===== src/rtl/uart_pkg.sv =====
// uart_pkg: shared definitions for the configurable UART receiver.
//   state_t  : receiver FSM encodings (IDLE, START, DATA, PAR, STOP)
//   PAR_*    : parity mode constants used by the PARITY parameter
package uart_pkg;

  typedef enum logic [2:0] {
    IDLE,
    START,
    DATA,
    PAR,
    STOP
  } state_t;

  localparam int PAR_NONE = 0;
  localparam int PAR_EVEN = 1;
  localparam int PAR_ODD  = 2;

endpackage


===== src/rtl/uart_rx_sampler.sv =====
// uart_rx_sampler: input conditioning for the UART receiver.
//   Synchronises the raw line with two flops (idle high), keeps a one-cycle
//   delayed copy for falling-edge detection, and produces the bit value used
//   at each decision tick.
//   Optional macro UART_RX_MAJORITY_EN: the decision bit becomes the 2-of-3
//   majority of the synchronised line at the current and two previous ticks.
// Ports:
//   clk, rst     : clock, asynchronous active-high reset
//   d_in         : raw asynchronous serial line
//   sample_tick  : oversampling tick (only present with UART_RX_MAJORITY_EN)
//   fall         : falling edge seen on the synchronised line
//   bit_s        : sampled bit value to use at a decision tick
module uart_rx_sampler (
  input  logic clk,
  input  logic rst,
  input  logic d_in,
`ifdef UART_RX_MAJORITY_EN
  input  logic sample_tick,
`endif
  output logic fall,
  output logic bit_s
);

  logic sync_q, sync_d;
  logic rx_s_q, rx_s_d;
  logic rx_q, rx_d;

  always_comb begin
    sync_d = d_in;
    rx_s_d = sync_q;
    rx_d   = rx_s_q;
  end

  // Reset to 1 so a released reset never looks like a start edge.
  always_ff @(posedge clk or posedge rst) begin
    if (rst) begin
      sync_q <= 1'b1;
      rx_s_q <= 1'b1;
      rx_q   <= 1'b1;
    end else begin
      sync_q <= sync_d;
      rx_s_q <= rx_s_d;
      rx_q   <= rx_d;
    end
  end

  assign fall = rx_q & ~rx_s_q;

`ifdef UART_RX_MAJORITY_EN
  // History of the line at the two previous ticks; combined with the
  // current value it covers ticks D-2, D-1 and D of any decision.
  logic [1:0] hist_q, hist_d;

  always_comb begin
    hist_d = hist_q;
    if (sample_tick) hist_d = {hist_q[0], rx_s_q};
  end

  always_ff @(posedge clk or posedge rst) begin
    if (rst) hist_q <= 2'b11;
    else     hist_q <= hist_d;
  end

  assign bit_s = (hist_q[1] & hist_q[0]) | (hist_q[1] & rx_s_q) | (hist_q[0] & rx_s_q);
`else
  assign bit_s = rx_s_q;
`endif

endmodule


===== src/rtl/uart_rx_cfg.sv =====
// uart_rx_cfg: parametrised UART receiver (data width, parity, stop bits,
// oversampling ratio) with frame and parity error reporting.
//   Optional macro UART_RX_MAJORITY_EN selects 3-sample majority decisions.
// Ports:
//   clk, rst     : clock, asynchronous active-high reset
//   d_in         : raw serial line, idle high
//   rx_en        : arms start detection (an active frame always completes)
//   sample_tick  : OVERSAMPLE pulses per bit from the baud generator
//   rx_baud_en   : baud generator run request, start detection to frame end
//   d_out        : last received payload, held until the next done
//   start, busy  : in START / not in IDLE
//   done         : one-cycle frame-complete pulse
//   parity_err   : parity mismatch of the last frame
//   frame_err    : a stop bit of the last frame was sampled low
module uart_rx_cfg import uart_pkg::*; #(
  parameter int DATA_BITS  = 8,
  parameter int PARITY     = 0,
  parameter int STOP_BITS  = 1,
  parameter int OVERSAMPLE = 8
) (
  input  logic                 clk,
  input  logic                 rst,
  input  logic                 d_in,
  input  logic                 rx_en,
  input  logic                 sample_tick,
  output logic                 rx_baud_en,
  output logic [DATA_BITS-1:0] d_out,
  output logic                 start,
  output logic                 busy,
  output logic                 done,
  output logic                 parity_err,
  output logic                 frame_err
);

  localparam int TW = $clog2(OVERSAMPLE);
  localparam int BW = $clog2(DATA_BITS + 1);

  logic rx_fall, rx_bit;

  uart_rx_sampler u_sampler (
    .clk         (clk),
    .rst         (rst),
    .d_in        (d_in),
`ifdef UART_RX_MAJORITY_EN
    .sample_tick (sample_tick),
`endif
    .fall        (rx_fall),
    .bit_s       (rx_bit)
  );

  state_t               state_q, state_d;
  logic [TW-1:0]        tick_q, tick_d;
  logic [BW-1:0]        bit_q, bit_d;
  logic                 stop_q, stop_d;
  logic [DATA_BITS-1:0] shift_q, shift_d;
  logic                 ferr_acc_q, ferr_acc_d;
  logic                 perr_acc_q, perr_acc_d;
  logic [DATA_BITS-1:0] d_out_q, d_out_d;
  logic                 done_q, done_d;
  logic                 perr_q, perr_d;
  logic                 ferr_q, ferr_d;
  logic                 baud_q, baud_d;

  logic start_dec, bit_dec;
  assign start_dec = sample_tick && (tick_q == TW'(OVERSAMPLE/2 - 1));
  assign bit_dec   = sample_tick && (tick_q == TW'(OVERSAMPLE - 1));

  always_comb begin
    state_d    = state_q;
    tick_d     = tick_q;
    bit_d      = bit_q;
    stop_d     = stop_q;
    shift_d    = shift_q;
    ferr_acc_d = ferr_acc_q;
    perr_acc_d = perr_acc_q;
    d_out_d    = d_out_q;
    done_d     = 1'b0;
    perr_d     = perr_q;
    ferr_d     = ferr_q;
    baud_d     = baud_q;

    // OVERSAMPLE is a power of two, so the natural wrap gives OVERSAMPLE-1 -> 0.
    if (sample_tick && state_q != IDLE) tick_d = tick_q + 1'b1;

    case (state_q)
      IDLE: begin
        if (rx_en && rx_fall) begin
          state_d = START;
          tick_d  = '0;
          baud_d  = 1'b1;
        end
      end
      START: begin
        if (start_dec) begin
          if (!rx_bit) begin
            state_d    = DATA;
            tick_d     = '0;
            bit_d      = '0;
            ferr_acc_d = 1'b0;
            perr_acc_d = 1'b0;
          end else begin
            state_d = IDLE;
            baud_d  = 1'b0;
          end
        end
      end
      DATA: begin
        if (bit_dec) begin
          shift_d = {rx_bit, shift_q[DATA_BITS-1:1]};
          bit_d   = bit_q + 1'b1;
          if (bit_q == BW'(DATA_BITS - 1)) begin
            state_d = (PARITY != PAR_NONE) ? PAR : STOP;
            stop_d  = 1'b0;
          end
        end
      end
      PAR: begin
        if (bit_dec) begin
          // Even: error when total XOR is 1; odd: error when it is 0.
          perr_acc_d = (^shift_q) ^ rx_bit ^ (PARITY == PAR_ODD);
          state_d    = STOP;
          stop_d     = 1'b0;
        end
      end
      STOP: begin
        if (bit_dec) begin
          if (!rx_bit) ferr_acc_d = 1'b1;
          if (stop_q == 1'(STOP_BITS - 1)) begin
            // Finish at the stop-bit centre so a back-to-back start is caught.
            d_out_d = shift_q;
            ferr_d  = ferr_acc_q | ~rx_bit;
            perr_d  = (PARITY != PAR_NONE) ? perr_acc_q : 1'b0;
            done_d  = 1'b1;
            baud_d  = 1'b0;
            state_d = IDLE;
          end else begin
            stop_d = 1'b1;
          end
        end
      end
      default: begin
        state_d = IDLE;
        baud_d  = 1'b0;
      end
    endcase
  end

  always_ff @(posedge clk or posedge rst) begin
    if (rst) begin
      state_q    <= IDLE;
      tick_q     <= '0;
      bit_q      <= '0;
      stop_q     <= 1'b0;
      shift_q    <= '0;
      ferr_acc_q <= 1'b0;
      perr_acc_q <= 1'b0;
      d_out_q    <= '0;
      done_q     <= 1'b0;
      perr_q     <= 1'b0;
      ferr_q     <= 1'b0;
      baud_q     <= 1'b0;
    end else begin
      state_q    <= state_d;
      tick_q     <= tick_d;
      bit_q      <= bit_d;
      stop_q     <= stop_d;
      shift_q    <= shift_d;
      ferr_acc_q <= ferr_acc_d;
      perr_acc_q <= perr_acc_d;
      d_out_q    <= d_out_d;
      done_q     <= done_d;
      perr_q     <= perr_d;
      ferr_q     <= ferr_d;
      baud_q     <= baud_d;
    end
  end

  assign rx_baud_en = baud_q;
  assign d_out      = d_out_q;
  assign start      = (state_q == START);
  assign busy       = (state_q != IDLE);
  assign done       = done_q;
  assign parity_err = perr_q;
  assign frame_err  = ferr_q;

endmodule


===== config.mk =====
export PLATFORM = sky130hd
export DESIGN_NAME = uart_rx_cfg
export DESIGN_NICKNAME = d
export VERILOG_FILES = /design/src/rtl/uart_pkg.sv /design/src/rtl/uart_rx_sampler.sv /design/src/rtl/uart_rx_cfg.sv
export SDC_FILE = /design/constraint.sdc
export NUM_CORES = 1
export LEC_CHECK = 0
export CORE_MARGIN = 2
export CORE_UTILIZATION = 50
export DETAILED_ROUTE_END_ITERATION = 6
export PLACE_DENSITY = 0.73
export SETUP_SLACK_MARGIN = 0.05
export SYNTH_ARGS = -nofsm -noshare
export SYNTH_HDL_FRONTEND = slang
export SYNTH_SLANG_ARGS = --single-unit

===== constraint.sdc =====
create_clock -name clk -period 2.5 [get_ports clk]
set_input_delay 0.75 -clock clk [delete_from_list [all_inputs] [get_ports clk]]
set_output_delay 0.75 -clock clk [all_outputs]
set_load 0.02 [all_outputs]

==> impl_results.md, run 1 <==
- Vias in the first global route: 999
- Status: complete, no violations
- Reg2reg start: tick_q[0]
- Hold path cells: 0
- PnR worst setup slack: 0.188 ns
- Root buf cell: clkbuf_4
- Worst R2R End: shift_q[0]
- Worst hold slack: 0.364 ns
- Layout cells sized above 1: 27.6%
- Total GRT Usage: 18.1%
- DP Area: 1760 um2
- Commonest non-fill, non-tap cell in the layout: dfrtp_1
- Ys async rst share: 100%
- CTS tree: built
- Grt ovf: 0
- Final Cycle Share: 92.5%
- Post-Synthesis Cell Area: 1560 um2
- Worst Hold Class: reg -> reg
- CP max stage delay: 0.43 ns
- Core area: 3000 um2
- Crit Path Max Fanout: 6
- Avg WL per Cell: 15.0 um
- Non-Filler Instances: 178
- Slowest-stage cell, CP: or3b_4
- Cell Chain, Critical Path: or3b_4 > inv_1 > dlygate4sd2_1
- CTS Buf Count: 5
- Final min period: 2.31 ns
- Setup TNS: 0 ns
- Mapped Cells: 119
- Final hold violation count: 0
- Row cnt: 20
- Synth Area in XOR/XNOR: 0%
- Sw power: 0.550 mW
- Fillers: 241
- CP top delay family: simple AND/OR/NAND/NOR gates
- Post-Layout Inst Area: 1840 um2
- Max-Cap Viols: 0
- Setup Skew: 0.00973 ns
- Syn Area/Cell: 13.1 um2
- Boundary Pins: 19
- 1st-iter DRT viols: 32
- Yosys warns: 0
- Final setup viols: 0
- Synthesized net count: 128
- Longest Clk Path Bufs: 2
- Commonest non-fill, non-tap cells in the layout: dfrtp_1 (30), clkdlybuf4s50_1 (15), inv_1 (11), mux2_2 (9), mux2_4 (8)
- Synth unique cells: 38
- Post-synthesis mux area share: 16.8%
- Net Sw Frac: 33.7%
- Post-synth EDFFs: 0
- First-pass GRT wire length: 4.58 mm
- Sink Count: 33
- Fmax: 0.433 GHz
- DP HPWL: 1.83 mm
- Startpoint types: register
- Port-buffer cells: 17
- Layout Utilization: 61.4%
- Number of instances in the placed design: 170
- Largest net degree at the start of global routing: 34
- PD cells: 884 nW/um2
- Synth Area in Adders: 3.22%
- Most used DFF post-synth: dfrtp_1
- Gate power share: 30.9%
- CP arrival: 1.56 ns
- Clk_lat worst skew: 0.34 ns
- Peak VDD IR: 503 uV
- Vias: 976
- Dpl ws: 0.258 ns
- H-tree depth: 2
- Hold-fix buffers, CTS: 0
- Int Pwr: 1.08 mW
- Clk slew on worst S/H paths: 0.11 ns
- Diodes inserted: 0
- Die width: 59.8 um
- FF-to-FF setup slack: 0.72 ns
- Largest family of logic cells by synthesized area: multiplexers
- Worst hold start: u_sampler.rx_s_d
- Leak: 0.898 nW
- Sequential share of the synthesized area: 53.3%
- Final ANT Viol Nets: 0
- Initial antenna violation count: 0
- RSZ-0062 raised after global routing: false
- Final Power: 1.63 mW
- Die ar.: 3580 um2
- # DRC: 0
- Hold Path End: u_sampler.bit_s
- TritonRoute pass-1 iters: 4
- Detailed Route WL: 2.67 mm
- CP endpoint kind: primary output
- Number of vias per cell: 5.48
- Worst r2r path cells: 5
- CP Buf/Inv Count: 2
- FF+latch count, synth: 33
- Die Y: 59.8 um
- Starting Density: 51.8%
- Max-slew violation count: 0
- Reg power frac: 44.1%
- Nets: 153
- Clock network power share: 25.0%
- Layout Area Growth over Synthesis: 18.5%
- Synth Area in Simple Gates: 10.8%
- RePlAce Congestion: 0.737
- Setup CP Type: reg -> out
- Synth Area in Compound Gates: 9.32%
- Crit path launch: state_q[2]
- Worst EP required: 1.75 ns
[area by class of cell]
type                       count  area (um2)  area share, %
clock inverter                 3        46.3           2.51
multi-input combinational     69         628           34.1
timing repair buffer          24         220           11.9
tap                           33        41.3           2.24
sequential                    33         830           45.0
clock buffer                   5        37.5           2.04
inverter                      11        41.3           2.24
[sequential cells by signal, indices dropped and copies added (netlist names)]
register / flops
bit_q: 4
d_out: 8
frame_err: 1
state_q: 3
shift_q: 8
u_sampler.rx_q: 1
u_sampler.rx_s_d: 1
u_sampler.bit_s: 1
tick_q: 3
rx_baud_en: 1
ferr_acc_q: 1
done: 1
[power by group through the flow]
stage / combinational, mW / clock, mW / sequential, mW
2_1_floorplan: 0.387 / 0 / 0.713
3_3_place_gp: 0.502 / 0 / 0.719
3_5_place_dp: 0.516 / 0 / 0.727
4_1_cts: 0.508 / 0.415 / 0.720
5_1_grt: 0.568 / 0.447 / 0.730
6_report: 0.504 / 0.407 / 0.719
[cells by family after synthesis]
kind of cell | count (synthesis)
mux | 21
fa+ha+maj | 4
compound gates | 21
flops | 33
other cells | 1
buf+inv | 17
simple gates | 22
[worst max path at each step]
stage            endpoint  cells past startpoint  slack (ns)
3_5_place_dp   rx_baud_en                      5        0.26
2_1_floorplan       start                      3        0.70
3_3_place_gp   rx_baud_en                      5        0.30
6_report            start                      3        0.19
4_1_cts             start                      3        0.18
5_1_grt             start                      3        0.09
[cells in the mapped netlist, types with 2 or more instances]
cell type,n,share of area (%)
nor2_1,2,0.48
mux2_2,9,6.5
a22o_1,2,1.1
dfrtp_1,30,48
dfstp_2,3,5.1
mux2_4,8,7.7
o2bb2ai_1,3,1.7
o21ai_0,5,1.6
a21oi_1,4,1.3
mux2i_1,4,2.6
inv_1,11,2.7
nand2b_1,4,1.6
ha_1,4,3.2
buf_6,4,2.9
nand3b_1,2,0.96
o21bai_1,2,0.96
[routing by layer]
| layer | wire (um) | global-route usage, % | vias to the layer above | part of all wire (%) |
|---|---|---|---|---|
| met1 | 1200 | 22.8 | 477 | 45 |
| met2 | 1280 | 28.0 | 31 | 48 |
| met5 | 0 | 0 | - | 0 |
| met3 | 138 | 6.71 | 5 | 5.2 |
| li1 | - | - | 463 | - |
| met4 | 43 | 7.62 | 0 | 1.6 |
[what timing repair did]
action | 4_1_cts | 5_1_grt
buffers inserted | 0 | 0
setup endpoints to repair | 2 | 0
gates resized for setup | 2 | 0
(Power assumes the default switching activity.)
==> run 2, diff against run 1 <==
- CELL_PAD_IN_SITES_DETAIL_PLACEMENT: default -> 1
- CELL_PAD_IN_SITES_GLOBAL_PLACEMENT: default -> 2
- CORE_UTILIZATION: 50 -> 40
- PLACE_DENSITY: 0.73 -> default
- PLACE_DENSITY_LB_ADDON: default -> 0.1
- SKIP_LAST_GASP: default -> 1
==> impl_results.md, run 2 (same netlist as run 1, synthesis figures left out) <==
- Sink Count: 33 (unchanged)
- Final setup viols: 0 (unchanged)
- Commonest non-fill, non-tap cell in the layout: dfrtp_1 (unchanged)
- Worst R2R End: shift_q[3] (was shift_q[0])
- Layout Area Growth over Synthesis: 21.9% (was 18.5%)
- Root buf cell: clkbuf_8 (was clkbuf_4)
- Row cnt: 22 (was 20)
- Fmax: 0.421 GHz (was 0.433 GHz)
- Final min period: 2.38 ns (was 2.31 ns)
- RSZ-0062 raised after global routing: false (unchanged)
- H-tree depth: 2 (unchanged)
- CP endpoint kind: primary output (unchanged)
- PD cells: 928 nW/um2 (was 884 nW/um2)
- Starting Density: 42.2% (was 51.8%)
- Detailed Route WL: 2.97 mm (was 2.67 mm)
- Max-slew violation count: 0 (unchanged)
- Number of instances in the placed design: 185 (was 170)
- Postcts setup bufs: 0 (unchanged)
- CP top delay family: buffers and inverters (was simple AND/OR/NAND/NOR gates)
- Number of vias per cell: 5.16 (was 5.48)
- Initial antenna violation count: 0 (unchanged)
- Gate power share: 30.1% (was 30.9%)
- Leak: 0.915 nW (was 0.898 nW)
- Setup Skew: 0.00974 ns (was 0.00973 ns)
- Sw power: 0.556 mW (was 0.550 mW)
- Nets: 153 (unchanged)
- Grt ovf: 0 (unchanged)
- Core area: 3690 um2 (was 3000 um2)
- TritonRoute pass-1 iters: 4 (unchanged)
- Post-Layout Inst Area: 1900 um2 (was 1840 um2)
- Commonest non-fill, non-tap cells in the layout: dfrtp_1 (30), clkdlybuf4s50_1 (16), inv_1 (11), mux2_2 (9), mux2_4 (8) (was dfrtp_1 (30), clkdlybuf4s50_1 (15), inv_1 (11), mux2_2 (9), mux2_4 (8))
- Vias in the first global route: 1030 (was 999)
- Clk_lat worst skew: 0.29 ns (was 0.34 ns)
- Worst r2r path cells: 5 (unchanged)
- DP Area: 1780 um2 (was 1760 um2)
- CTS Buf Count: 5 (unchanged)
- Boundary Pins: 19 (unchanged)
- Cell Chain, Critical Path: buf_4 > nor3_2 > inv_1 > clkdlybuf4s50_1 (was or3b_4 > inv_1 > dlygate4sd2_1)
- Startpoint types: register (unchanged)
- First-pass GRT wire length: 5.02 mm (was 4.58 mm)
- Layout cells sized above 1: 26.9% (was 27.6%)
- CP arrival: 1.63 ns (was 1.56 ns)
- Avg WL per Cell: 15.4 um (was 15.0 um)
- Reg2reg start: tick_q[0] (unchanged)
- Largest net degree at the start of global routing: 34 (unchanged)
- Total GRT Usage: 16.0% (was 18.1%)
- Final ANT Viol Nets: 0 (unchanged)
- Worst EP required: 1.75 ns (about the same)
- RePlAce Congestion: 0.730 (was 0.737)
- Post-CTS Resized: 1 (was 2)
- Setup CP Type: reg -> out (unchanged)
- Peak VDD IR: 463 uV (was 503 uV)
- Worst Hold Class: reg -> reg (unchanged)
- Port-buffer cells: 17 (unchanged)
- Final hold violation count: 0 (unchanged)
- Worst hold start: u_sampler.rx_s_d (unchanged)
- Status: complete, no violations (unchanged)
- Non-Filler Instances: 193 (was 178)
- Net Sw Frac: 31.6% (was 33.7%)
- CP Buf/Inv Count: 3 (was 2)
- Setup TNS: 0 ns (unchanged)
- 1st-iter DRT viols: 29 (was 32)
- Die ar.: 4410 um2 (was 3580 um2)
- Final Cycle Share: 95.0% (was 92.5%)
- Slowest-stage cell, CP: clkdlybuf4s50_1 (was or3b_4)
- Die Y: 66.4 um (was 59.8 um)
- Hold Path End: u_sampler.bit_s (unchanged)
- CP max stage delay: 0.53 ns (was 0.43 ns)
- Fillers: 388 (was 241)
- Die width: 66.4 um (was 59.8 um)
- Reg power frac: 40.6% (was 44.1%)
- FF-to-FF setup slack: 0.67 ns (was 0.72 ns)
- Longest Clk Path Bufs: 2 (unchanged)
- Int Pwr: 1.20 mW (was 1.08 mW)
- DP HPWL: 2.12 mm (was 1.83 mm)
- Max-Cap Viols: 0 (unchanged)
- Vias: 996 (was 976)
- Hold path cells: 0 (unchanged)
- Diodes inserted: 0 (unchanged)
- # DRC: 0 (unchanged)
- Clock network power share: 29.4% (was 25.0%)
- Hold-fix buffers, CTS: 0 (unchanged)
- Clk slew on worst S/H paths: 0.07 ns (was 0.11 ns)
- CTS tree: built (unchanged)
- Crit Path Max Fanout: 9 (was 6)
## run 2: cell types whose count changed in the layout (fill, tap and decap cells not counted)
cell	previous run	this run
clkbuf_1	0	1
dlygate4sd2_1	2	1
clkbuf_8	0	6
clkinv_4	1	0
clkinvlp_4	1	0
clkbuf_4	5	0
clkdlybuf4s50_1	15	16
## run 2: metal layers
| layer | part of all wire [%] | vias up | global-route usage [%] |
|---|---|---|---|
| met5 | 0 | - | 0 |
| met3 | 3.7 | 6 | 5.96 |
| met1 | 46 | 516 | 21.0 |
| li1 | - | 461 | - |
| met2 | 48 | 13 | 23.6 |
| met4 | 2.1 | 0 | 6.89 |
## run 2: cell type report
class                   instances  area (um2)  area share (%)
clock buffers                   7        86.3            4.55
clock inverters                 1        30.0            1.58
inverters                      11        41.3            2.18
multi-input cells              69         628            33.1
flip-flops and latches         33         830            43.7
well taps                      48        60.1            3.17
repair buffers                 24         221            11.7
## run 2: how the worst max path moves through the flow
stage | from | to | slack [ns] | cells past startpoint
finish | state_q[2] | busy | 0.12 | 4
global route | state_q[2] | busy | 0.06 | 4
CTS | state_q[2] | busy | 0.10 | 4
detailed placement | sample_tick | shift_q[3] | 0.27 | 4
global placement | sample_tick | shift_q[6] | 0.27 | 4
floorplan | state_q[2] | start | 0.70 | 3
## run 2: power groups by stage
| stage | Combinational (mW) | Clock [mW] | Sequential (mW) |
|---|---|---|---|
| final | 0.529 | 0.517 | 0.714 |
| after global routing | 0.595 | 0.556 | 0.733 |
| after detailed placement | 0.541 | 0 | 0.725 |
| after CTS | 0.538 | 0.535 | 0.716 |
| after floorplan | 0.387 | 0 | 0.713 |
| after global placement | 0.521 | 0 | 0.720 |
## run 2: worst register-to-register path: cells and delay by family (launching register included)
kind / cells / cell delay, ns
mux: 1 / 0.37
simple gates: 2 / 0.46
fa+ha+maj: 2 / 0.50
flops: 1 / 0.37
## run 2: per-stage QoR
step	total power [mW]	worst slack, ns	hold WS [ns]	utilization, %
finish	1.76	0.124	0.363	51.4
detailed placement	1.27	0.268	0.356	48.3
floorplan	1.10	0.703	0.345	-
global placement	1.24	0.271	0.347	48.3
CTS	1.79	0.101	0.366	51.4
global route	1.88	0.0577	0.366	51.4
